--- src/rtl/mul_err_pkg.sv ---
// Shared types and helpers for the approximate-multiplier error monitor.
// Optional worst-operand capture is enabled with MUL_ERR_WORST_CAPTURE_EN.
package mul_err_pkg;

    typedef enum logic [1:0] {IDLE, RUN, DRAIN, DONE} state_e;

    localparam int DW_DEF = 8;
    localparam int PROD_W = 2 * DW_DEF;

    // Add two values and clamp to the all-ones value of a w-bit field (w <= 64).
    function automatic logic [63:0] sat_add(input logic [63:0] a, input logic [63:0] b,
                                            input int unsigned w);
        logic [64:0] s;
        logic [63:0] lim;
        lim = (w >= 64) ? '1 : ((64'd1 << w) - 64'd1);
        s   = {1'b0, a} + {1'b0, b};
        sat_add = (s > {1'b0, lim}) ? lim : s[63:0];
    endfunction

endpackage

--- src/rtl/mul_err_pipe.sv ---
// Scoring pipeline: exact product, absolute error, then a register stage feeding the stats.
// With MUL_ERR_WORST_CAPTURE_EN the operands travel alongside the error.
module mul_err_pipe
    import mul_err_pkg::*;
#(
    parameter int DATA_WIDTH = DW_DEF
) (
    input  logic                    clk_i,
    input  logic                    rst_n_i,
    input  logic                    flush_i,
    input  logic                    valid_i,
    input  logic [DATA_WIDTH-1:0]   a_i,
    input  logic [DATA_WIDTH-1:0]   b_i,
    input  logic [2*DATA_WIDTH-1:0] prod_i,
`ifdef MUL_ERR_WORST_CAPTURE_EN
    output logic [DATA_WIDTH-1:0]   a_o,
    output logic [DATA_WIDTH-1:0]   b_o,
`endif
    output logic                    active_o,
    output logic                    valid_o,
    output logic [2*DATA_WIDTH-1:0] err_o
);
    localparam int PW = 2 * DATA_WIDTH;

    logic [3:1]    vld_pipe_q;
    logic [PW-1:0] prod1_q, exact1_q, err2_q, err3_q;
`ifdef MUL_ERR_WORST_CAPTURE_EN
    logic [DATA_WIDTH-1:0] a1_q, b1_q, a2_q, b2_q, a3_q, b3_q;
`endif

    always_ff @(posedge clk_i or negedge rst_n_i) begin
        if (!rst_n_i) begin
            vld_pipe_q <= '0;
            prod1_q    <= '0;
            exact1_q   <= '0;
            err2_q     <= '0;
            err3_q     <= '0;
`ifdef MUL_ERR_WORST_CAPTURE_EN
            {a1_q, b1_q, a2_q, b2_q, a3_q, b3_q} <= '0;
`endif
        end else begin
            vld_pipe_q <= flush_i ? '0 : {vld_pipe_q[2:1], valid_i};
            if (valid_i) begin
                prod1_q  <= prod_i;
                exact1_q <= PW'(a_i) * PW'(b_i);
            end
            if (vld_pipe_q[1])
                err2_q <= (exact1_q >= prod1_q) ? exact1_q - prod1_q : prod1_q - exact1_q;
            if (vld_pipe_q[2])
                err3_q <= err2_q;
`ifdef MUL_ERR_WORST_CAPTURE_EN
            if (valid_i)       {a1_q, b1_q} <= {a_i, b_i};
            if (vld_pipe_q[1]) {a2_q, b2_q} <= {a1_q, b1_q};
            if (vld_pipe_q[2]) {a3_q, b3_q} <= {a2_q, b2_q};
`endif
        end
    end

    assign active_o = |vld_pipe_q;
    assign valid_o  = vld_pipe_q[3];
    assign err_o    = err3_q;
`ifdef MUL_ERR_WORST_CAPTURE_EN
    assign a_o = a3_q;
    assign b_o = b3_q;
`endif

endmodule

--- src/rtl/mul_err_monitor.sv ---
// Run controller and error statistics for scoring an approximate multiplier.
// Define MUL_ERR_WORST_CAPTURE_EN to add worst_a_o/worst_b_o.
module mul_err_monitor
    import mul_err_pkg::*;
#(
    parameter int DATA_WIDTH = DW_DEF,
    parameter int CNT_WIDTH  = 32,
    parameter int ACC_WIDTH  = 40
) (
    input  logic                    clk_i,
    input  logic                    rst_n_i,
    input  logic                    clear_i,
    input  logic                    start_i,
    input  logic [CNT_WIDTH-1:0]    run_len_i,
    input  logic                    in_valid_i,
    output logic                    in_ready_o,
    input  logic [DATA_WIDTH-1:0]   in_a_i,
    input  logic [DATA_WIDTH-1:0]   in_b_i,
    input  logic [2*DATA_WIDTH-1:0] in_prod_i,
    output logic                    busy_o,
    output logic                    done_o,
    output logic [CNT_WIDTH-1:0]    sample_cnt_o,
    output logic [CNT_WIDTH-1:0]    mismatch_cnt_o,
    output logic [ACC_WIDTH-1:0]    err_sum_o,
`ifdef MUL_ERR_WORST_CAPTURE_EN
    output logic [DATA_WIDTH-1:0]   worst_a_o,
    output logic [DATA_WIDTH-1:0]   worst_b_o,
`endif
    output logic [2*DATA_WIDTH-1:0] err_max_o
);
    localparam int PW = 2 * DATA_WIDTH;

    state_e                 state_q, state_d;
    logic [CNT_WIDTH-1:0]   run_len_q, run_len_d, acc_q, acc_d;
    logic [CNT_WIDTH-1:0]   cnt_q, cnt_d, mm_q, mm_d;
    logic [ACC_WIDTH-1:0]   sum_q, sum_d;
    logic [PW-1:0]          max_q, max_d, err;
    logic                   in_ready_q, in_ready_d, busy_q, busy_d, done_q, done_d;
    logic                   accept, restart, pipe_active, pipe_valid;
`ifdef MUL_ERR_WORST_CAPTURE_EN
    logic [DATA_WIDTH-1:0]  wa_q, wa_d, wb_q, wb_d, pa, pb;
`endif

    assign accept = in_valid_i & in_ready_q;

    mul_err_pipe #(.DATA_WIDTH(DATA_WIDTH)) u_pipe (
        .clk_i    (clk_i),
        .rst_n_i  (rst_n_i),
        .flush_i  (clear_i),
        .valid_i  (accept),
        .a_i      (in_a_i),
        .b_i      (in_b_i),
        .prod_i   (in_prod_i),
`ifdef MUL_ERR_WORST_CAPTURE_EN
        .a_o      (pa),
        .b_o      (pb),
`endif
        .active_o (pipe_active),
        .valid_o  (pipe_valid),
        .err_o    (err)
    );

    always_comb begin
        state_d   = state_q;
        run_len_d = run_len_q;
        acc_d     = acc_q;
        restart   = 1'b0;
        case (state_q)
            IDLE, DONE: if (start_i) begin
                state_d   = RUN;
                run_len_d = run_len_i;
                acc_d     = '0;
                restart   = 1'b1;
            end
            RUN: begin
                if (accept) acc_d = acc_q + CNT_WIDTH'(1);
                if (acc_d == run_len_q) state_d = DRAIN;
            end
            DRAIN: if (!pipe_active) state_d = DONE;
            default: state_d = IDLE;
        endcase
        if (clear_i) begin
            state_d = IDLE;
            acc_d   = '0;
            restart = 1'b0;
        end
        in_ready_d = (state_d == RUN) && (acc_d < run_len_d);
        busy_d     = (state_d == RUN) || (state_d == DRAIN);
        done_d     = (state_d == DONE);
    end

    // Stats see the sample three edges after acceptance; start and clear both wipe them.
    always_comb begin
        cnt_d = cnt_q;
        mm_d  = mm_q;
        sum_d = sum_q;
        max_d = max_q;
`ifdef MUL_ERR_WORST_CAPTURE_EN
        wa_d = wa_q;
        wb_d = wb_q;
`endif
        if (restart || clear_i) begin
            cnt_d = '0;
            mm_d  = '0;
            sum_d = '0;
            max_d = '0;
`ifdef MUL_ERR_WORST_CAPTURE_EN
            wa_d = '0;
            wb_d = '0;
`endif
        end else if (pipe_valid) begin
            cnt_d = CNT_WIDTH'(sat_add(64'(cnt_q), 64'd1, CNT_WIDTH));
            if (err != '0) mm_d = CNT_WIDTH'(sat_add(64'(mm_q), 64'd1, CNT_WIDTH));
            sum_d = ACC_WIDTH'(sat_add(64'(sum_q), 64'(err), ACC_WIDTH));
            if (err > max_q) begin
                max_d = err;
`ifdef MUL_ERR_WORST_CAPTURE_EN
                wa_d = pa;
                wb_d = pb;
`endif
            end
        end
    end

    always_ff @(posedge clk_i or negedge rst_n_i) begin
        if (!rst_n_i) begin
            state_q    <= IDLE;
            run_len_q  <= '0;
            acc_q      <= '0;
            in_ready_q <= 1'b0;
            busy_q     <= 1'b0;
            done_q     <= 1'b0;
            cnt_q      <= '0;
            mm_q       <= '0;
            sum_q      <= '0;
            max_q      <= '0;
`ifdef MUL_ERR_WORST_CAPTURE_EN
            wa_q <= '0;
            wb_q <= '0;
`endif
        end else begin
            state_q    <= state_d;
            run_len_q  <= run_len_d;
            acc_q      <= acc_d;
            in_ready_q <= in_ready_d;
            busy_q     <= busy_d;
            done_q     <= done_d;
            cnt_q      <= cnt_d;
            mm_q       <= mm_d;
            sum_q      <= sum_d;
            max_q      <= max_d;
`ifdef MUL_ERR_WORST_CAPTURE_EN
            wa_q <= wa_d;
            wb_q <= wb_d;
`endif
        end
    end

    assign in_ready_o     = in_ready_q;
    assign busy_o         = busy_q;
    assign done_o         = done_q;
    assign sample_cnt_o   = cnt_q;
    assign mismatch_cnt_o = mm_q;
    assign err_sum_o      = sum_q;
    assign err_max_o      = max_q;
`ifdef MUL_ERR_WORST_CAPTURE_EN
    assign worst_a_o = wa_q;
    assign worst_b_o = wb_q;
`endif

endmodule

--- config.mk ---
export PLATFORM = sky130hd
export DESIGN_NAME = mul_err_monitor
export DESIGN_NICKNAME = d
export VERILOG_FILES = /design/src/rtl/mul_err_pkg.sv /design/src/rtl/mul_err_pipe.sv /design/src/rtl/mul_err_monitor.sv
export SDC_FILE = /design/constraint.sdc
export NUM_CORES = 1
export LEC_CHECK = 0
export ABC_CLOCK_PERIOD_IN_PS = 3800
export CAP_MARGIN = 40
export CORE_ASPECT_RATIO = 0.6
export CORE_UTILIZATION = 35
export DETAILED_ROUTE_END_ITERATION = 8
export GPL_TIMING_DRIVEN = 0
export SYNTH_ARGS = -nofsm -noshare
export SYNTH_HDL_FRONTEND = slang
export SYNTH_SLANG_ARGS = --single-unit
--- constraint.sdc ---
create_clock -name clk_i -period 3.8 [get_ports clk_i]
set_input_delay 0.57 -clock clk_i [delete_from_list [all_inputs] [get_ports clk_i]]
set_output_delay 0.57 -clock clk_i [all_outputs]
set_load 0.1 [all_outputs]
==> flow_metrics.tcl <==
set metrics [dict create \
    status "finished, final reports clean" \
    synth_enable_flop_cells 0 \
    ioPinCount 192 \
    start_util_pct 35.8 \
    post_dp_cell_area_um2 24500 \
    synth_cell_types 85 \
    worstMarginPinSlew_ns 0.920 \
    hp-class "in -> reg" \
    worstPathMaxFanout 8 \
    grt_overflow_total 0 \
    gr-usage-all-layers_pct 23.7 \
    max_cap_viol_count 0 \
    cts-buffers-inserted 28 \
    ys_ff_latch 256 \
    final_area_um2 26300 \
    grt_max_degree 101 \
    syn_area_um2 19000 \
    rsz0062_at_grt "true" \
    vias 18300 \
    ir_drop_mv 0.320 \
    clock_sinks 256 \
    fin_util_pct 49.6 \
    synth.avg_cell_area_um2 8.83 \
    use_met1_pct 36.3 \
    p_per_area_nw_per_um2 442 \
    met3_usage_pct 3.98 \
    ys_top_cells_by_count "256 x dfrtp_1, 179 x nand2_1, 177 x inv_1" \
    fin_skew_ns 0.0112 \
    drc_errors 0 \
    clock-root-buffer "clkbuf_16" \
    grt_pass1_wl_um 103000 \
    cts_buffer_depth 3 \
    finalCritPeriodShare_pct 98.2 \
    critPathArrivalTime_ns 4.17 \
    holdWs_ns 0.301 \
    synthFlopType "dfrtp_1" \
    start_kind "primary input" \
    worstPathRequired_ns 4.24 \
    ys.warnings.count 0 \
    post_drt_via_cell_ratio 5.62 \
    drt_pass1_iterations 6 \
    yosysMostFrequentCell "dfrtp_1" \
    async_reset_ff_share_pct 100 \
    finalNetCount 2780 \
    drive_gt1_share_pct 16.7 \
    cts_tree "yes" \
    fp.dieH_um 182 \
    dpl.cell_count 3176 \
    relSlewSlack_pct 38.6 \
    setup_viol_count_final 0 \
    syn_nets 2396 \
    tns_ns 0 \
    place_hpwl_um 50100 \
    clkTransAtPathRegs_ns 0.07 \
    die_x_um 302 \
    post_drt_wl_per_cell_um 20.1 \
    num_rows 65 \
    area_delta_synth_final_pct 38.6 \
    synth_area_leaders "dfrtp_1 34%, ha_1 9.2%, o21ai_0 4.3%, fa_1 4.1%, nand2_1 3.5%" \
    max_freq_ghz 0.268 \
    met2_usage_pct 33.8 \
    htree_levels 1 \
    regToRegSetupSlack_ns 0.09 \
    synth_top_cell_by_area "dfrtp_1" \
    drt_wl_total_um 65400 \
    netlist.area_leader.share_pct 33.8 \
    finalHoldViolCount 0 \
    drt_iter0_markers 1503 \
    slew_violations 0 \
    cp-end-kind "flop" \
    layout.cells.non_filler 3256 \
    core_um2 53000 \
    clock_latency_ns 0.57 \
    grt_pass1_vias 18000 \
    top_usage_layer "met1" \
    antenna_found_initial 2 \
    place_congestion 0.983 \
    port_buffers 191 \
    ys_seq_area_share_pct 33.8 \
    synth_cells 2148 \
    finalCriticalPeriod_ns 3.73 \
    ant_nets 0 \
    cellLeakagePower_nw 11.7 \
    die_area_um2 55100 \
    worstSetupPathType "in -> reg" \
]
## critical path: stages
cell and delay (ns):
buf_12 0.12, and2_4 0.16, fa_1 0.55, inv_2 0.04, fa_1 0.53, inv_1 0.06, fa_1 0.52, inv_1 0.05
fa_1 0.48, inv_2 0.04, ha_4 0.26, nor2_1 0.04, a21oi_2 0.15, a41oi_2 0.15, a21oi_2 0.22, xnor2_2 0.13
o21ai_1 0.07
## cell families (layout without fill, tap and decap cells)
family	after synthesis	count (layout)	share of synthesized area (%)
AOI/OAI and AO/OA	506	506	16.8
xor gates and xnor gates	125	125	5.78
adders and majority gates	179	179	13.4
buffers and inverters	280	683	5.66
DFF	256	256	33.8
muxes	89	89	4.89
other	0	2	0
and+or+nand+nor	713	713	19.7
## through the flow
| stage | total power [mW] | setup WS, ns |
|---|---|---|
| global route | 12.5 | -0.0610 |
| global placement | 8.14 | -10.38 |
| finish | 11.6 | 0.0697 |
| CTS | 11.3 | -0.0814 |
| floorplan | 6.92 | -0.191 |
| detailed placement | 8.28 | -1.28 |
## where the power goes
group | switching, mW | leakage, nW | internal (mW) | total, mW
clock network | 1.21 | 0.457 | 1.67 | 2.88
logic | 2.93 | 7.84 | 2.25 | 5.18
registers | 0.442 | 3.38 | 3.12 | 3.56
total | 4.58 | 11.7 | 7.04 | 11.6
## path summary, 6_finish.rpt
check	startpoint	endpoint	cells after the start
max	in_a_i[4]	u_pipe.exact1_q[15]	17
min in group asynchronous	rst_n_i	acc_q[14]	2
max reg2reg	acc_q[0]	in_ready_o	13
max in group asynchronous	rst_n_i	mismatch_cnt_o[17]	4
min	in_a_i[0]	u_pipe.exact1_q[0]	3
min reg2reg	u_pipe.err2_q[14]	u_pipe.err2_q[14]	2
## timing repair
action	CTS	global route
setup buffers	13	23
hold endpoints to repair	62	0
hold buffers	1	0
pin swaps	14	50
gates resized for setup	116	170
cloned	0	0
setup endpoints to repair	42	101
## final cells by class
class | count | area, um2
clock buffers | 40 | 807
flip-flops and latches | 256 | 6410
repair buffers | 363 | 4870
clock inverters | 9 | 123
plain buffers | 93 | 434
well taps | 703 | 880
inverters | 178 | 668
fillers | 4873 | 26700
diodes | 2 | 5.00
multi-input cells | 1612 | 12100
## routing by layer
layer	routed length, um	vias up	part of all wire, %
met4	1760	0	2.7
li1	-	8433	-
met5	0	-	0
met1	31700	9025	48
met3	4720	115	7.2
met2	27200	715	42
## flip-flops by register name, indices dropped and copies added (netlist names), 32 cells and up
| register | flops |
|---|---|
| err_sum_o | 40 |
| sample_cnt_o | 32 |
| acc_q | 32 |
| run_len_q | 32 |
| mismatch_cnt_o | 32 |
## layout by cell type (no fill, tap or decap), types with 64 or more instances in the layout
master,n
clkdlybuf4s50_1,173
nor2_1,121
dfrtp_1,250
nand2_1,168
clkbuf_1,65
inv_1,168
buf_8,78
o21ai_0,151
ha_1,130
xnor2_1,64
nand3_1,67
a21oi_1,99
(Power assumes the default switching activity.)
